==> config.mk <==
export PLATFORM = sky130hd
export DESIGN_NAME = pc_control
export DESIGN_NICKNAME = d
export VERILOG_FILES = /design/src/rtl/pc_control.sv
export SDC_FILE = /design/constraint.sdc
export NUM_CORES = 1
export LEC_CHECK = 0
export BUFFER_PORTS_ARGS = -buffer_cell sky130_fd_sc_hd__buf_4
export CAP_MARGIN = 20
export CORE_MARGIN = 2
export CORE_UTILIZATION = 48
export CTS_CLUSTER_SIZE = 12
export DETAILED_ROUTE_END_ITERATION = 12
export GPL_ROUTABILITY_DRIVEN = 0
export PLACE_DENSITY_LB_ADDON = 0.15
export SLEW_MARGIN = 20
export SYNTH_ARGS = -nofsm -noshare
export SYNTH_HDL_FRONTEND = slang
export SYNTH_SLANG_ARGS = --single-unit
==> constraint.sdc <==
create_clock -name clk -period 2.99 [get_ports clk]
set_clock_uncertainty 0.15 [all_clocks]
set_input_delay 0.1495 -clock clk [delete_from_list [all_inputs] [get_ports clk]]
set_output_delay 0.1495 -clock clk [all_outputs]
set_load 0.01 [all_outputs]
==> src/rtl/pc_control.sv <==
// Next-PC selection and pipeline control: MEM-stage branch/jump resolution,
// load-use bubble insertion, misaligned-target trapping and event counters.
module pc_control #(
  parameter int unsigned LOAD_LATENCY = 1,
  parameter logic [31:0] TRAP_VECTOR  = 32'h0000_0100
) (
  input  logic        clk,
  input  logic        rst,
  input  logic        BRANCH_MEM,
  input  logic        JAL_MEM,
  input  logic        JALR_MEM,
  input  logic [2:0]  FUNCT3_MEM,
  input  logic [31:0] PC_MEM,
  input  logic [31:0] IMM_MEM,
  input  logic [31:0] RS1VAL_MEM,
  input  logic [31:0] RS2VAL_MEM,
  input  logic        MEMREAD_EX,
  input  logic [4:0]  RD_EX,
  input  logic [4:0]  RS1_ID,
  input  logic [4:0]  RS2_ID,
  input  logic        USES_RS1_ID,
  input  logic        USES_RS2_ID,
  output logic        PCWrite,
  output logic        BRANCHTAKEN_MEM,
  output logic [31:0] PC_N,
  output logic        IFID_WRITE,
  output logic        IFID_FLUSH,
  output logic        IDEX_FLUSH,
  output logic        EXMEM_FLUSH,
  output logic        TRAP,
  output logic [31:0] BADADDR,
  output logic [31:0] BRANCH_CNT,
  output logic [31:0] STALL_CNT
);

  localparam logic [2:0] LAT_M1 = 3'(LOAD_LATENCY - 1);

  typedef enum logic {RUN, STALL} state_t;

  state_t      state, state_nxt;
  logic [2:0]  cnt, cnt_nxt;
  logic        cond, take, lu, misaligned, stall;
  logic [31:0] raw_target, jalr_sum;
  logic [31:0] branch_cnt_q, stall_cnt_q;

  always_comb begin
    cond = 1'b0;
    case (FUNCT3_MEM)
      3'b000:  cond = (RS1VAL_MEM == RS2VAL_MEM);
      3'b001:  cond = (RS1VAL_MEM != RS2VAL_MEM);
      3'b100:  cond = ($signed(RS1VAL_MEM) <  $signed(RS2VAL_MEM));
      3'b101:  cond = ($signed(RS1VAL_MEM) >= $signed(RS2VAL_MEM));
      3'b110:  cond = (RS1VAL_MEM <  RS2VAL_MEM);
      3'b111:  cond = (RS1VAL_MEM >= RS2VAL_MEM);
      default: cond = 1'b0;
    endcase
  end

  assign take       = (BRANCH_MEM & cond) | JAL_MEM | JALR_MEM;
  assign jalr_sum   = RS1VAL_MEM + IMM_MEM;
  assign raw_target = JALR_MEM ? {jalr_sum[31:1], 1'b0} : (PC_MEM + IMM_MEM);
  assign misaligned = take & raw_target[1];
  assign lu = MEMREAD_EX && (RD_EX != 5'd0) &&
              ((USES_RS1_ID && (RS1_ID == RD_EX)) || (USES_RS2_ID && (RS2_ID == RD_EX)));

  // Redirect wins over any stall, including one already in progress.
  always_comb begin
    state_nxt       = state;
    cnt_nxt         = cnt;
    stall           = 1'b0;
    PCWrite         = 1'b1;
    IFID_WRITE      = 1'b1;
    BRANCHTAKEN_MEM = 1'b0;
    PC_N            = raw_target;
    IFID_FLUSH      = 1'b0;
    IDEX_FLUSH      = 1'b0;
    EXMEM_FLUSH     = 1'b0;
    if (take) begin
      state_nxt       = RUN;
      cnt_nxt         = 3'd0;
      BRANCHTAKEN_MEM = 1'b1;
      PC_N            = misaligned ? TRAP_VECTOR : raw_target;
      IFID_FLUSH      = 1'b1;
      IDEX_FLUSH      = 1'b1;
      EXMEM_FLUSH     = 1'b1;
    end else if (state == STALL) begin
      stall = 1'b1;
      if (cnt <= 3'd1) begin
        state_nxt = RUN;
        cnt_nxt   = 3'd0;
      end else begin
        cnt_nxt = cnt - 3'd1;
      end
    end else if (lu) begin
      stall = 1'b1;
      if (LOAD_LATENCY > 1) begin
        state_nxt = STALL;
        cnt_nxt   = LAT_M1;
      end
    end
    if (stall) begin
      PCWrite    = 1'b0;
      IFID_WRITE = 1'b0;
      IDEX_FLUSH = 1'b1;
    end
  end

  always_ff @(posedge clk or negedge rst) begin
    if (!rst) begin
      state        <= RUN;
      cnt          <= 3'd0;
      TRAP         <= 1'b0;
      BADADDR      <= 32'd0;
      branch_cnt_q <= 32'd0;
      stall_cnt_q  <= 32'd0;
    end else begin
      state <= state_nxt;
      cnt   <= cnt_nxt;
      TRAP  <= misaligned;
      if (misaligned) BADADDR <= raw_target;
      if (take) branch_cnt_q <= branch_cnt_q + 32'd1;
      if (stall) stall_cnt_q <= stall_cnt_q + 32'd1;
    end
  end

  assign BRANCH_CNT = branch_cnt_q;
  assign STALL_CNT  = stall_cnt_q;

endmodule
==> reports/qor.txt <==
=====================================================================================================
Run status ............................................................................. finished, violations left
Dominant register cell in the synthesized netlist ......................................      dfrtp_1
GRT Overall Usage ......................................................................        29.8%
Clock tree root driver cell ............................................................    clkbuf_16
Area of all placed cells without fillers ...............................................   15400 um^2
Compound-cell area share of the yosys netlist ..........................................        17.7%
Placed instance area ...................................................................   12700 um^2
Wirelength, routed .....................................................................     35300 um
Max-slew violation count ...............................................................            0
Layout-stage area growth over the synthesis result .....................................        72.0%
Share of the synthesized netlist area taken by xor and xnor gates ......................        12.3%
Data arrival time of the critical path .................................................      2.99 ns
Slew Limit Headroom ....................................................................        32.7%
Worst hold path endpoint ...............................................................  BADADDR[31]
Row Count ..............................................................................           49
Syn_nets ...............................................................................         1313
Final HPWL DP ..........................................................................     23400 um
Commonest cells after routing, fill and taps aside ..................................... 428 x buf_4, 101 x dfrtp_1, 78 x buf_6, 68 x a21oi_1
DRC violations left ....................................................................            0
Largest family of logic cells by synthesized area ...................................... simple AND/OR/NAND/NOR gates
Flip-flop and latch count after synthesis ..............................................          101
Post-synth EDFFs .......................................................................            0
Main area contributors after synthesis ................................................. dfrtp_1 28%, ha_1 14%, xnor2_1 7.0%
Total vias in the final route ..........................................................        10400
I/O Pins ...............................................................................          289
Setup repair after global routing missed its margin ....................................         true
Floorplan die area .....................................................................   19700 um^2
Least setup slack across all paths after layout ........................................    -0.302 ns
Dominant cell type by area after synthesis .............................................      dfrtp_1
Number of nets with antenna violations after detailed routing ..........................            0
Mean post-synth cell area ..............................................................    8.44 um^2
CTS tree ...............................................................................         done
Count of warnings emitted by yosys .....................................................            0
Synth cell types .......................................................................           68
H-tree depth ...........................................................................            3
CTS Buffer Depth .......................................................................            2
Number of design-rule violations left by the first detailed-router iteration ...........          794
Antenna diode count ....................................................................            0
Average vias per placed instance .......................................................         5.75
Minimum clock period ...................................................................      3.29 ns
# setup viols final ....................................................................           90
Post-synth ARST share ..................................................................         100%
Stage delay of the slowest cell on the critical path ...................................      0.35 ns
Crit path kind ......................................................................... input port to output pin
Crit path max fanout ...................................................................            3
Standby leakage power ..................................................................      7.47 nW
Area occupied by multi-input gates .....................................................    7450 um^2
Nets ...................................................................................         1827
Setup TNS after final layout ...........................................................    -13.76 ns
Clock latency at the later pin of the worst-skew pair ..................................      0.35 ns
Global routing usage on met1 ...........................................................        37.7%
Global-route layer with the greatest usage .............................................         met2
Layout cell share with drive strength beyond 1 .........................................        49.5%
Area inside the core boundary ..........................................................   18100 um^2
Violated checks ........................................................................ setup timing
Overflow after GRT .....................................................................            0
Nature of the critical path endpoint ...................................................   output pin
Final hold viol count ..................................................................            0
Commonest non-fill, non-tap cell in the layout .........................................        buf_4
Chip Width .............................................................................       141 um
WP data required .......................................................................      2.69 ns
Worst ir drop on vdd ...................................................................     0.292 mV
Post-synthesis mux area share ..........................................................        3.23%
Clock-pin slew on the worst setup and hold paths .......................................      0.07 ns
Global Route met2 Usage ................................................................        52.4%
IO Port Bufs ...........................................................................          288
Max-Cap Viols ..........................................................................            0
Worst r2r dst .......................................................................... STALL_CNT[22]
Slowest library cell on the worst path .................................................      a311o_1
Synth Area in Simple Gates .............................................................        19.9%
Post-synthesis sequential area ratio ...................................................        28.3%
Synthesized instance count .............................................................         1060
Worst Min Path Start ...................................................................  IMM_MEM[31]
Number of antenna violations at the first check in global routing ......................            0
Filler cells ...........................................................................         1035
R2r setup slk ..........................................................................     -0.14 ns
Register area ..........................................................................    2530 um^2
Hold depth .............................................................................            5
Number of clock sinks ..................................................................          101
Post-synthesis share of cell area spent on full adders, half adders and majority gates .        14.0%
Number of global-route vias before repair ..............................................         9730
Chip height ............................................................................       141 um
Class of the tightest hold or removal check ............................................ input port to register
Initial Util ...........................................................................        49.3%
Highest Clock Rate .....................................................................      304 MHz
Summed instance area of the synthesized netlist ........................................    8950 um^2
Met3 track demand over resource ........................................................        3.62%
Detailed-routing iteration count for the pre-antenna-repair pass .......................            6
Final Core Density .....................................................................        84.8%
Number of buffers created by CTS .......................................................            9
Cells along the critical path .......................................................... buf_8 > buf_6 > ha_4 > a211o_1 > o211ai_1 > o2111ai_2 > a311o_1 > a31oi_4 > o22ai_2 > and4_4 > a2111oi_4 > buf_4 > xor2_4 > nor2_2 > buf_4
Post-layout power ......................................................................      6.52 mW
Part of the cycle the worst path needs .................................................         110%
Global-route wire length before repair .................................................     48000 um
Area share of the largest cell type after synthesis ....................................        28.3%
Power density over the cells ...........................................................  424 nW/um^2
Cell type with the highest occurrence count on the critical path .......................        buf_4
Launch point of the worst reg-to-reg path .............................................. STALL_CNT[5]
Worst Tran Pin Value ...................................................................      1.01 ns
Worst reg2reg path depth ...............................................................            9
Per-cell routed wire length ............................................................      19.5 um
Maximum number of pins on one net before global-route repair ...........................           59
CP Launch Type .........................................................................   input port
=====================================================================================================
-- metal layers --
layer	vias up	part of all wire (%)
li1	4803	-
met1	4992	39
met2	493	51
met3	103	6.3
met4	0	3.7
met5	-	0
-- worst max-delay path by stage --
stage                         from  slack [ns]  cells after the start  endpoint
floorplan           RS2VAL_MEM[25]       -0.02                     15  PC_N[20]
global placement        IMM_MEM[1]       -0.62                     17  PC_N[31]
detailed placement      IMM_MEM[1]       -0.66                     17  PC_N[31]
CTS                 RS2VAL_MEM[25]       -0.34                     16   PC_N[3]
global route            IMM_MEM[1]       -0.38                     15  PC_N[31]
finish                  IMM_MEM[1]       -0.30                     15  PC_N[31]
-- power by group --
part	switching (mW)	total [mW]	internal, mW	leakage [nW]
sequential	0.224	1.82	1.60	1.26
clock	0.564	1.17	0.603	0.139
combinational	1.68	3.53	1.85	6.07
total	2.47	6.52	4.05	7.47
-- repair_timing --
| item | 4_1_cts | 5_1_grt |
|---|---|---|
| cloned | 5 | 2 |
| buffers inserted | 33 | 34 |
| pin swaps | 62 | 104 |
| hold endpoints to repair | 56 | 0 |
| endpoints found under the setup margin | 90 | 130 |
| resized for setup | 180 | 236 |
| hold buffers | 1 | 0 |
-- metrics by stage --
| stage | hold slack (ns) | worst slack (ns) | std cells |
|---|---|---|---|
| floorplan | -0.296 | -0.0186 | 1060 |
| global placement | 0.108 | -0.616 | 1733 |
| detailed placement | 0.106 | -0.656 | 1733 |
| CTS | 0.0927 | -0.338 | 1788 |
| global route | 0.215 | -0.384 | 1808 |
| finish | 0.198 | -0.302 | 1808 |
-- synthesized netlist by cell type (8+ instances only) --
| master | number |
|---|---|
| dfrtp_1 | 101 |
| ha_1 | 97 |
| nor2_1 | 93 |
| a21oi_1 | 81 |
| nand2_1 | 76 |
| inv_1 | 72 |
| xnor2_1 | 72 |
| xor2_1 | 54 |
| o21ai_0 | 52 |
| nand3_1 | 43 |
| nor3_1 | 35 |
| a21o_1 | 27 |
| nand4_1 | 22 |
| and2_1 | 16 |
| mux2_2 | 15 |
| and3_1 | 14 |
| o21bai_1 | 13 |
| mux2i_1 | 12 |
| clkbuf_1 | 11 |
| nor4_1 | 10 |
| o211ai_1 | 9 |
| a31oi_1 | 8 |
| o31ai_1 | 8 |
| or2_2 | 8 |
-- flip-flops by register name, indices dropped and copies added (netlist names) --
| signal | flops |
|---|---|
| BADADDR | 32 |
| BRANCH_CNT | 32 |
| STALL_CNT | 32 |
| cnt | 3 |
| TRAP | 1 |
| state | 1 |
-- cell type report --
| cell class | instances | share of cell area [%] |
|---|---|---|
| multi-input combinational | 859 | 48.4 |
| sequential | 101 | 16.4 |
| clock buffer | 10 | 1.55 |
| tap | 229 | 1.86 |
| clock inverter | 6 | 0.358 |
| timing repair buffer | 529 | 29.3 |
| inverter | 74 | 2.02 |
-- cell families after synthesis --
kind of cell	after synthesis
compound gates	250
xor+xnor	126
fa+ha+maj	99
buf+inv	100
flops	101
mux	27
simple gates	357
-- worst max-delay path: cells and delay by family --
family / cells / cell delay [ns]
fa+ha+maj: 1 / 0.23
buf+inv: 4 / 0.56
simple gates: 2 / 0.23
xor+xnor: 1 / 0.16
compound gates: 7 / 1.67
(Power assumes the default switching activity.)
